File: src/rtl/wb_write_post_buffer.sv
// Wishbone write-posting buffer: acks writes in one cycle, queues them,
// drains them in order to a slow slave; reads wait for the queue to empty.
module wb_write_post_buffer #(
  parameter int          DEPTH     = 4,
  parameter logic [7:0]  ADDR_BASE = 8'h38,
  parameter int          TIMEOUT   = 32,
  parameter logic [31:0] ERR_DATA  = 32'hDEAD_BEEF
) (
  input  logic                      wb_clk_i,
  input  logic                      wb_rst_i,
  input  logic                      wbs_cyc_i,
  input  logic                      wbs_stb_i,
  input  logic                      wbs_we_i,
  input  logic [3:0]                wbs_sel_i,
  input  logic [31:0]               wbs_adr_i,
  input  logic [31:0]               wbs_dat_i,
  output logic                      wbs_ack_o,
  output logic [31:0]               wbs_dat_o,
  output logic                      m_cyc_o,
  output logic                      m_stb_o,
  output logic                      m_we_o,
  output logic [3:0]                m_sel_o,
  output logic [31:0]               m_adr_o,
  output logic [31:0]               m_dat_o,
  input  logic                      m_ack_i,
  input  logic [31:0]               m_dat_i,
  output logic [$clog2(DEPTH):0]    fifo_level_o,
  output logic                      err_o,
  input  logic                      err_clr_i
);

  localparam int AW = $clog2(DEPTH);
  localparam int CW = AW + 1;
  localparam int TW = $clog2(TIMEOUT + 1);
  localparam logic [CW-1:0] FULL  = CW'(DEPTH);
  localparam logic [TW-1:0] TLAST = TW'(TIMEOUT - 1);

  typedef enum logic [1:0] {
    IDLE,
    WR,
    RD,
    RESP
  } state_t;

  state_t state;
  state_t state_nxt;

  logic          req;
  logic          wr_req;
  logic          rd_req;
  logic          push;
  logic          pop;
  logic          start_wr;
  logic          start_rd;
  logic          m_done;
  logic          m_tmo;

  logic [31:0]   mem_adr [DEPTH];
  logic [31:0]   mem_dat [DEPTH];
  logic [3:0]    mem_sel [DEPTH];
  logic [AW-1:0] wr_ptr;
  logic [AW-1:0] rd_ptr;
  logic [CW-1:0] count;
  logic [TW-1:0] tmo_cnt;

  // The ack term keeps a still-held strobe from being claimed twice.
  assign req = wbs_cyc_i & wbs_stb_i &
               (wbs_adr_i[31:24] == ADDR_BASE) & ~wbs_ack_o;
  assign wr_req = req & wbs_we_i;
  assign rd_req = req & ~wbs_we_i;
  assign push   = wr_req & (count < FULL);

  assign fifo_level_o = count;

  always_ff @(posedge wb_clk_i) begin
    if (push) begin
      mem_adr[wr_ptr] <= wbs_adr_i;
      mem_dat[wr_ptr] <= wbs_dat_i;
      mem_sel[wr_ptr] <= wbs_sel_i;
    end
  end

  always_ff @(posedge wb_clk_i or posedge wb_rst_i) begin
    if (wb_rst_i) begin
      wr_ptr <= '0;
      rd_ptr <= '0;
      count  <= '0;
    end else begin
      if (push) wr_ptr <= wr_ptr + 1'b1;
      if (pop)  rd_ptr <= rd_ptr + 1'b1;
      case ({push, pop})
        2'b10:   count <= count + 1'b1;
        2'b01:   count <= count - 1'b1;
        default: count <= count;
      endcase
    end
  end

  always_ff @(posedge wb_clk_i or posedge wb_rst_i) begin
    if (wb_rst_i) state <= IDLE;
    else          state <= state_nxt;
  end

  // Queued writes always win over a waiting read.
  always_comb begin
    state_nxt = state;
    start_wr  = 1'b0;
    start_rd  = 1'b0;
    m_done    = 1'b0;
    m_tmo     = 1'b0;
    pop       = 1'b0;
    unique case (state)
      IDLE: begin
        if (count != '0) begin
          state_nxt = WR;
          start_wr  = 1'b1;
        end else if (rd_req) begin
          state_nxt = RD;
          start_rd  = 1'b1;
        end
      end
      WR: begin
        if (m_ack_i) begin
          state_nxt = IDLE;
          m_done    = 1'b1;
          pop       = 1'b1;
        end else if (tmo_cnt == TLAST) begin
          state_nxt = IDLE;
          m_tmo     = 1'b1;
          pop       = 1'b1;
        end
      end
      RD: begin
        if (m_ack_i) begin
          state_nxt = RESP;
          m_done    = 1'b1;
        end else if (tmo_cnt == TLAST) begin
          state_nxt = RESP;
          m_tmo     = 1'b1;
        end
      end
      RESP: state_nxt = IDLE;
      default: state_nxt = IDLE;
    endcase
  end

  always_ff @(posedge wb_clk_i or posedge wb_rst_i) begin
    if (wb_rst_i) begin
      m_cyc_o <= 1'b0;
      m_stb_o <= 1'b0;
      m_we_o  <= 1'b0;
      m_sel_o <= '0;
      m_adr_o <= '0;
      m_dat_o <= '0;
    end else if (start_wr) begin
      m_cyc_o <= 1'b1;
      m_stb_o <= 1'b1;
      m_we_o  <= 1'b1;
      m_sel_o <= mem_sel[rd_ptr];
      m_adr_o <= mem_adr[rd_ptr];
      m_dat_o <= mem_dat[rd_ptr];
    end else if (start_rd) begin
      m_cyc_o <= 1'b1;
      m_stb_o <= 1'b1;
      m_we_o  <= 1'b0;
      m_sel_o <= wbs_sel_i;
      m_adr_o <= wbs_adr_i;
    end else if (m_done | m_tmo) begin
      m_cyc_o <= 1'b0;
      m_stb_o <= 1'b0;
    end
  end

  always_ff @(posedge wb_clk_i or posedge wb_rst_i) begin
    if (wb_rst_i) begin
      wbs_ack_o <= 1'b0;
      wbs_dat_o <= '0;
    end else begin
      wbs_ack_o <= push | (state == RESP);
      if (state == RD) begin
        if (m_done)     wbs_dat_o <= m_dat_i;
        else if (m_tmo) wbs_dat_o <= ERR_DATA;
      end
    end
  end

  always_ff @(posedge wb_clk_i or posedge wb_rst_i) begin
    if (wb_rst_i) begin
      tmo_cnt <= '0;
    end else if (start_wr | start_rd) begin
      tmo_cnt <= '0;
    end else if ((state == WR) || (state == RD)) begin
      tmo_cnt <= tmo_cnt + 1'b1;
    end
  end

  // A new timeout outranks a coincident clear.
  always_ff @(posedge wb_clk_i or posedge wb_rst_i) begin
    if (wb_rst_i)       err_o <= 1'b0;
    else if (m_tmo)     err_o <= 1'b1;
    else if (err_clr_i) err_o <= 1'b0;
  end

endmodule

File: config.mk
export PLATFORM = sky130hd
export DESIGN_NAME = wb_write_post_buffer
export DESIGN_NICKNAME = d
export VERILOG_FILES = /design/src/rtl/wb_write_post_buffer.sv
export SDC_FILE = /design/constraint.sdc
export NUM_CORES = 1
export LEC_CHECK = 0
export ABC_AREA = 1
export CAP_MARGIN = 20
export CORE_ASPECT_RATIO = 1.2
export CORE_MARGIN = 4
export CORE_UTILIZATION = 25
export CTS_CLUSTER_SIZE = 14
export DETAILED_ROUTE_END_ITERATION = 6
export HOLD_SLACK_MARGIN = 0.02
export PLACE_DENSITY = 0.53
export SYNTH_ARGS = -nofsm -noshare
export SYNTH_HDL_FRONTEND = slang
export SYNTH_SLANG_ARGS = --single-unit
File: constraint.sdc
create_clock -name wb_clk_i -period 4.03 [get_ports wb_clk_i]
set_clock_uncertainty 0.1 [all_clocks]
set_input_delay 0.6045 -clock wb_clk_i [delete_from_list [all_inputs] [get_ports wb_clk_i]]
set_output_delay 0.6045 -clock wb_clk_i [all_outputs]
set_load 0.02 [all_outputs]
==> summary.txt <==
========================================================================================
Critical hold path startpoint ............................................. wbs_dat_o[22]
CTS Hold Buffers Added ....................................................            0
Overall die width .........................................................  235 microns
Gpl congestion ............................................................        0.697
Total CTS buffers .........................................................           44
Most used cells in the layout excluding fill and tap cells ................ nand2_1 (337), edfxtp_1 (272), clkdlybuf4s50_1 (214)
Setup Viol. Count Final ...................................................            0
Antenna violation net count after detailed routing ........................            0
Syn_area_per_cell .........................................................   11.5 sq um
Most common cell after layout, fill and taps aside ........................      nand2_1
Worst hold path endpoint .................................................. wbs_dat_o[22]
Setup fix buffers added after clock tree synthesis ........................            0
Top Ports .................................................................          215
Worst Setup Slack, final ..................................................      1.29 ns
End of the worst register-to-register path ................................ wbs_dat_o[23]
DP Worst Slack ............................................................     0.653 ns
Overflow left after global routing ........................................            0
Post-detailed-placement cell area ......................................... 0.0184 sq mm
Run status ................................................................ complete, no violations
Final Critical Period .....................................................      2.74 ns
Area of the mapped netlist ................................................ 0.0154 sq mm
Routed wire per std cell .................................................. 17.3 microns
Detailed-route vias per instance ..........................................         4.31
Drt total wl .............................................................. 41400 microns
Post-route fraction of the period consumed by the critical path ...........        0.680
Unrepaired setup endpoints after global routing ...........................        false
Total of warnings raised by yosys .........................................            0
Setup slack of the most critical reg-to-reg path ..........................      1.42 ns
Inst Count DP .............................................................         2309
Sink count of the clock tree ..............................................          391
Total half-perimeter wirelength after legalization and detailed placement . 25600 microns
Cell Pwr Density ..........................................................  729 mW/mm^2
Fraction of the yosys area taken by sequential cells ......................        0.723
Vias in the first global route ............................................        10600
Clock transition at path regs .............................................      0.06 ns
Hold WS ...................................................................     0.371 ns
P_sw ......................................................................      5380 uW
Worst reg2reg path startpoint .............................................     state[0]
First-pass iteration count of the detailed router .........................            4
CTS max path bufs .........................................................            3
#FFs+latches synth ........................................................          391
Clock Latency Late Sink ...................................................      0.57 ns
Achievable frequency ......................................................      365 MHz
CTS H-Tree Depth ..........................................................            2
Cells on worst reg2reg path ...............................................            7
Proportion of power drawn by flip-flops and latches .......................        0.365
Arrival @ worst endpoint ..................................................      2.89 ns
Max-cap violations ........................................................            0
Synth unique cells ........................................................           28
Endpoint kind of the worst setup timing path ..............................     register
Relative slew margins .....................................................        0.363
Nets in the synthesized netlist ...........................................         1459
Largest net degree at the start of global routing .........................           93
Starting utilization of the core area .....................................        0.253
Resized Gates After CTS ...................................................            0
Area of the core .......................................................... 0.0609 sq mm
Setup CP Type .............................................................       in2reg
Final count of hold timing violations .....................................            0
Transition at the pin with the smallest max-transition slack ..............     0.956 ns
Fraction of power consumed by combinational cells .........................        0.372
Clock tree from TritonCTS .................................................        built
Proportion of layout cells with a drive suffix above 1 ....................       0.0676
Power Internal ............................................................      9080 uW
Global-route usage over all layers ........................................        0.123
Switching Fraction ........................................................        0.372
Hold Crit Depth ...........................................................            2
Final count of pins violating max slew ....................................            0
Biggest fanout along the worst timing path ................................           39
Critical path required time ...............................................      4.18 ns
Post-route cell area ...................................................... 0.0198 sq mm
Die ar. ................................................................... 0.0657 sq mm
Area added between synthesis and finish ...................................        28.8%
Residual DRC ..............................................................            0
Initial antenna violation count ...........................................            5
Number of standard cells in the layout, taps in and fillers out ...........         2394
Critical Path Start Type ..................................................    input pin
Finished Core Util ........................................................        0.326
IO Port Bufs ..............................................................          214
Number of core rows .......................................................           99
Leakage power figure ......................................................   0.00749 uW
Worst Hold Class ..........................................................      reg2reg
Number of cells produced by synthesis .....................................         1341
Die Y-Extent ..............................................................  280 microns
Via count .................................................................        10300
Clk Tree Root Cell ........................................................    clkbuf_16
First-pass GRT wire length ................................................ 64200 microns
Initial detailed-routing violation count ..................................          564
Clock network fraction of total power .....................................        0.263
Worst ir drop on vdd ......................................................   0.000517 V
Number of nets in the layout ..............................................         1666
========================================================================================
cell type report:
cell class / instances / area [sq um]
Inverter: 35 / 140
Multi-Input combinational cell: 839 / 3780
Sequential cell: 391 / 11200
Timing Repair Buffer: 237 / 2380
Clock buffer: 59 / 1170
Fill cell: 6172 / 41100
Antenna cell: 3 / 7.51
Clock inverter: 22 / 200
Tap cell: 808 / 1010
power by group through the flow:
stage	clock [uW]	combinational [uW]	sequential, uW
finish	3810	5380	5290
floorplan	0	2700	5870
detailed placement	0	5470	5380
CTS	3960	5500	5310
global route	4120	6010	5360
global placement	0	5390	5370
worst max path at each step:
stage | start | to
final | wbs_adr_i[24] | mem_dat[3][16]
after global routing | state[0] | wbs_dat_o[1]
after CTS | wbs_adr_i[25] | mem_adr[3][8]
after detailed placement | wbs_adr_i[25] | mem_dat[3][14]
after global placement | wbs_adr_i[25] | mem_dat[3][9]
after floorplan | wbs_adr_i[27] | mem_adr[0][0]
Yosys cell counts (all sizes together):
cell | instances | area share
xnor2 | 3 | 0.0017
a31oi | 32 | 0.013
dfrtp | 119 | 0.19
clkbuf | 24 | 0.0058
xor2 | 7 | 0.0040
nor3 | 2 | 0.0014
ha | 10 | 0.0081
edfxtp | 272 | 0.53
o21ai | 109 | 0.036
a21oi | 10 | 0.0035
inv | 35 | 0.0085
nor2 | 213 | 0.052
fa | 1 | 0.0013
buf | 52 | 0.020
nand2 | 340 | 0.083
o22a | 5 | 0.0028
nand3 | 106 | 0.034
nand4 | 1 | 0.00041
sequential cells by signal (all words and copies together), names as in the netlist, 2 cells and up:
name,flops
mem_adr,128
mem_dat,128
m_adr_o,32
m_dat_o,32
wbs_dat_o,32
mem_sel,16
tmo_cnt,6
m_sel_o,4
fifo_level_o,3
rd_ptr,2
state,2
wr_ptr,2
kinds of logic after synthesis:
logic type               synth area share
AO/OA/AOI/OAI                      0.0550
AND/OR/NAND/NOR                     0.172
XOR/XNOR                          0.00569
buffers and inverters              0.0348
adder cells (fa/ha/maj)           0.00942
flip-flops                          0.723
stage by stage:
| step | setup TNS (ns) | total power [uW] |
|---|---|---|
| finish | 0 | 14500 |
| global route | 0 | 15500 |
| CTS | 0 | 14800 |
| detailed placement | 0 | 10900 |
| global placement | 0 | 10800 |
| floorplan | -164.19 | 8580 |
routing by layer:
layer  vias up  share of wire  global-route usage
li1       4988              -                   -
met3        57          0.048              0.0288
met4         4          0.020              0.0370
met2       229           0.50               0.217
met5         -        0.00060                   0
met1      5039           0.43               0.152
worst max-delay path, stage by stage:
cell             delay [ns]
clkdlybuf4s50_1        0.49
nor2_1                 0.12
nand2_1                0.17
nor2_1                 0.15
nand4_1                0.18
buf_4                  0.25
nor2_4                 0.53
buf_12                 0.33
Power figures use the tool's default switching activity.
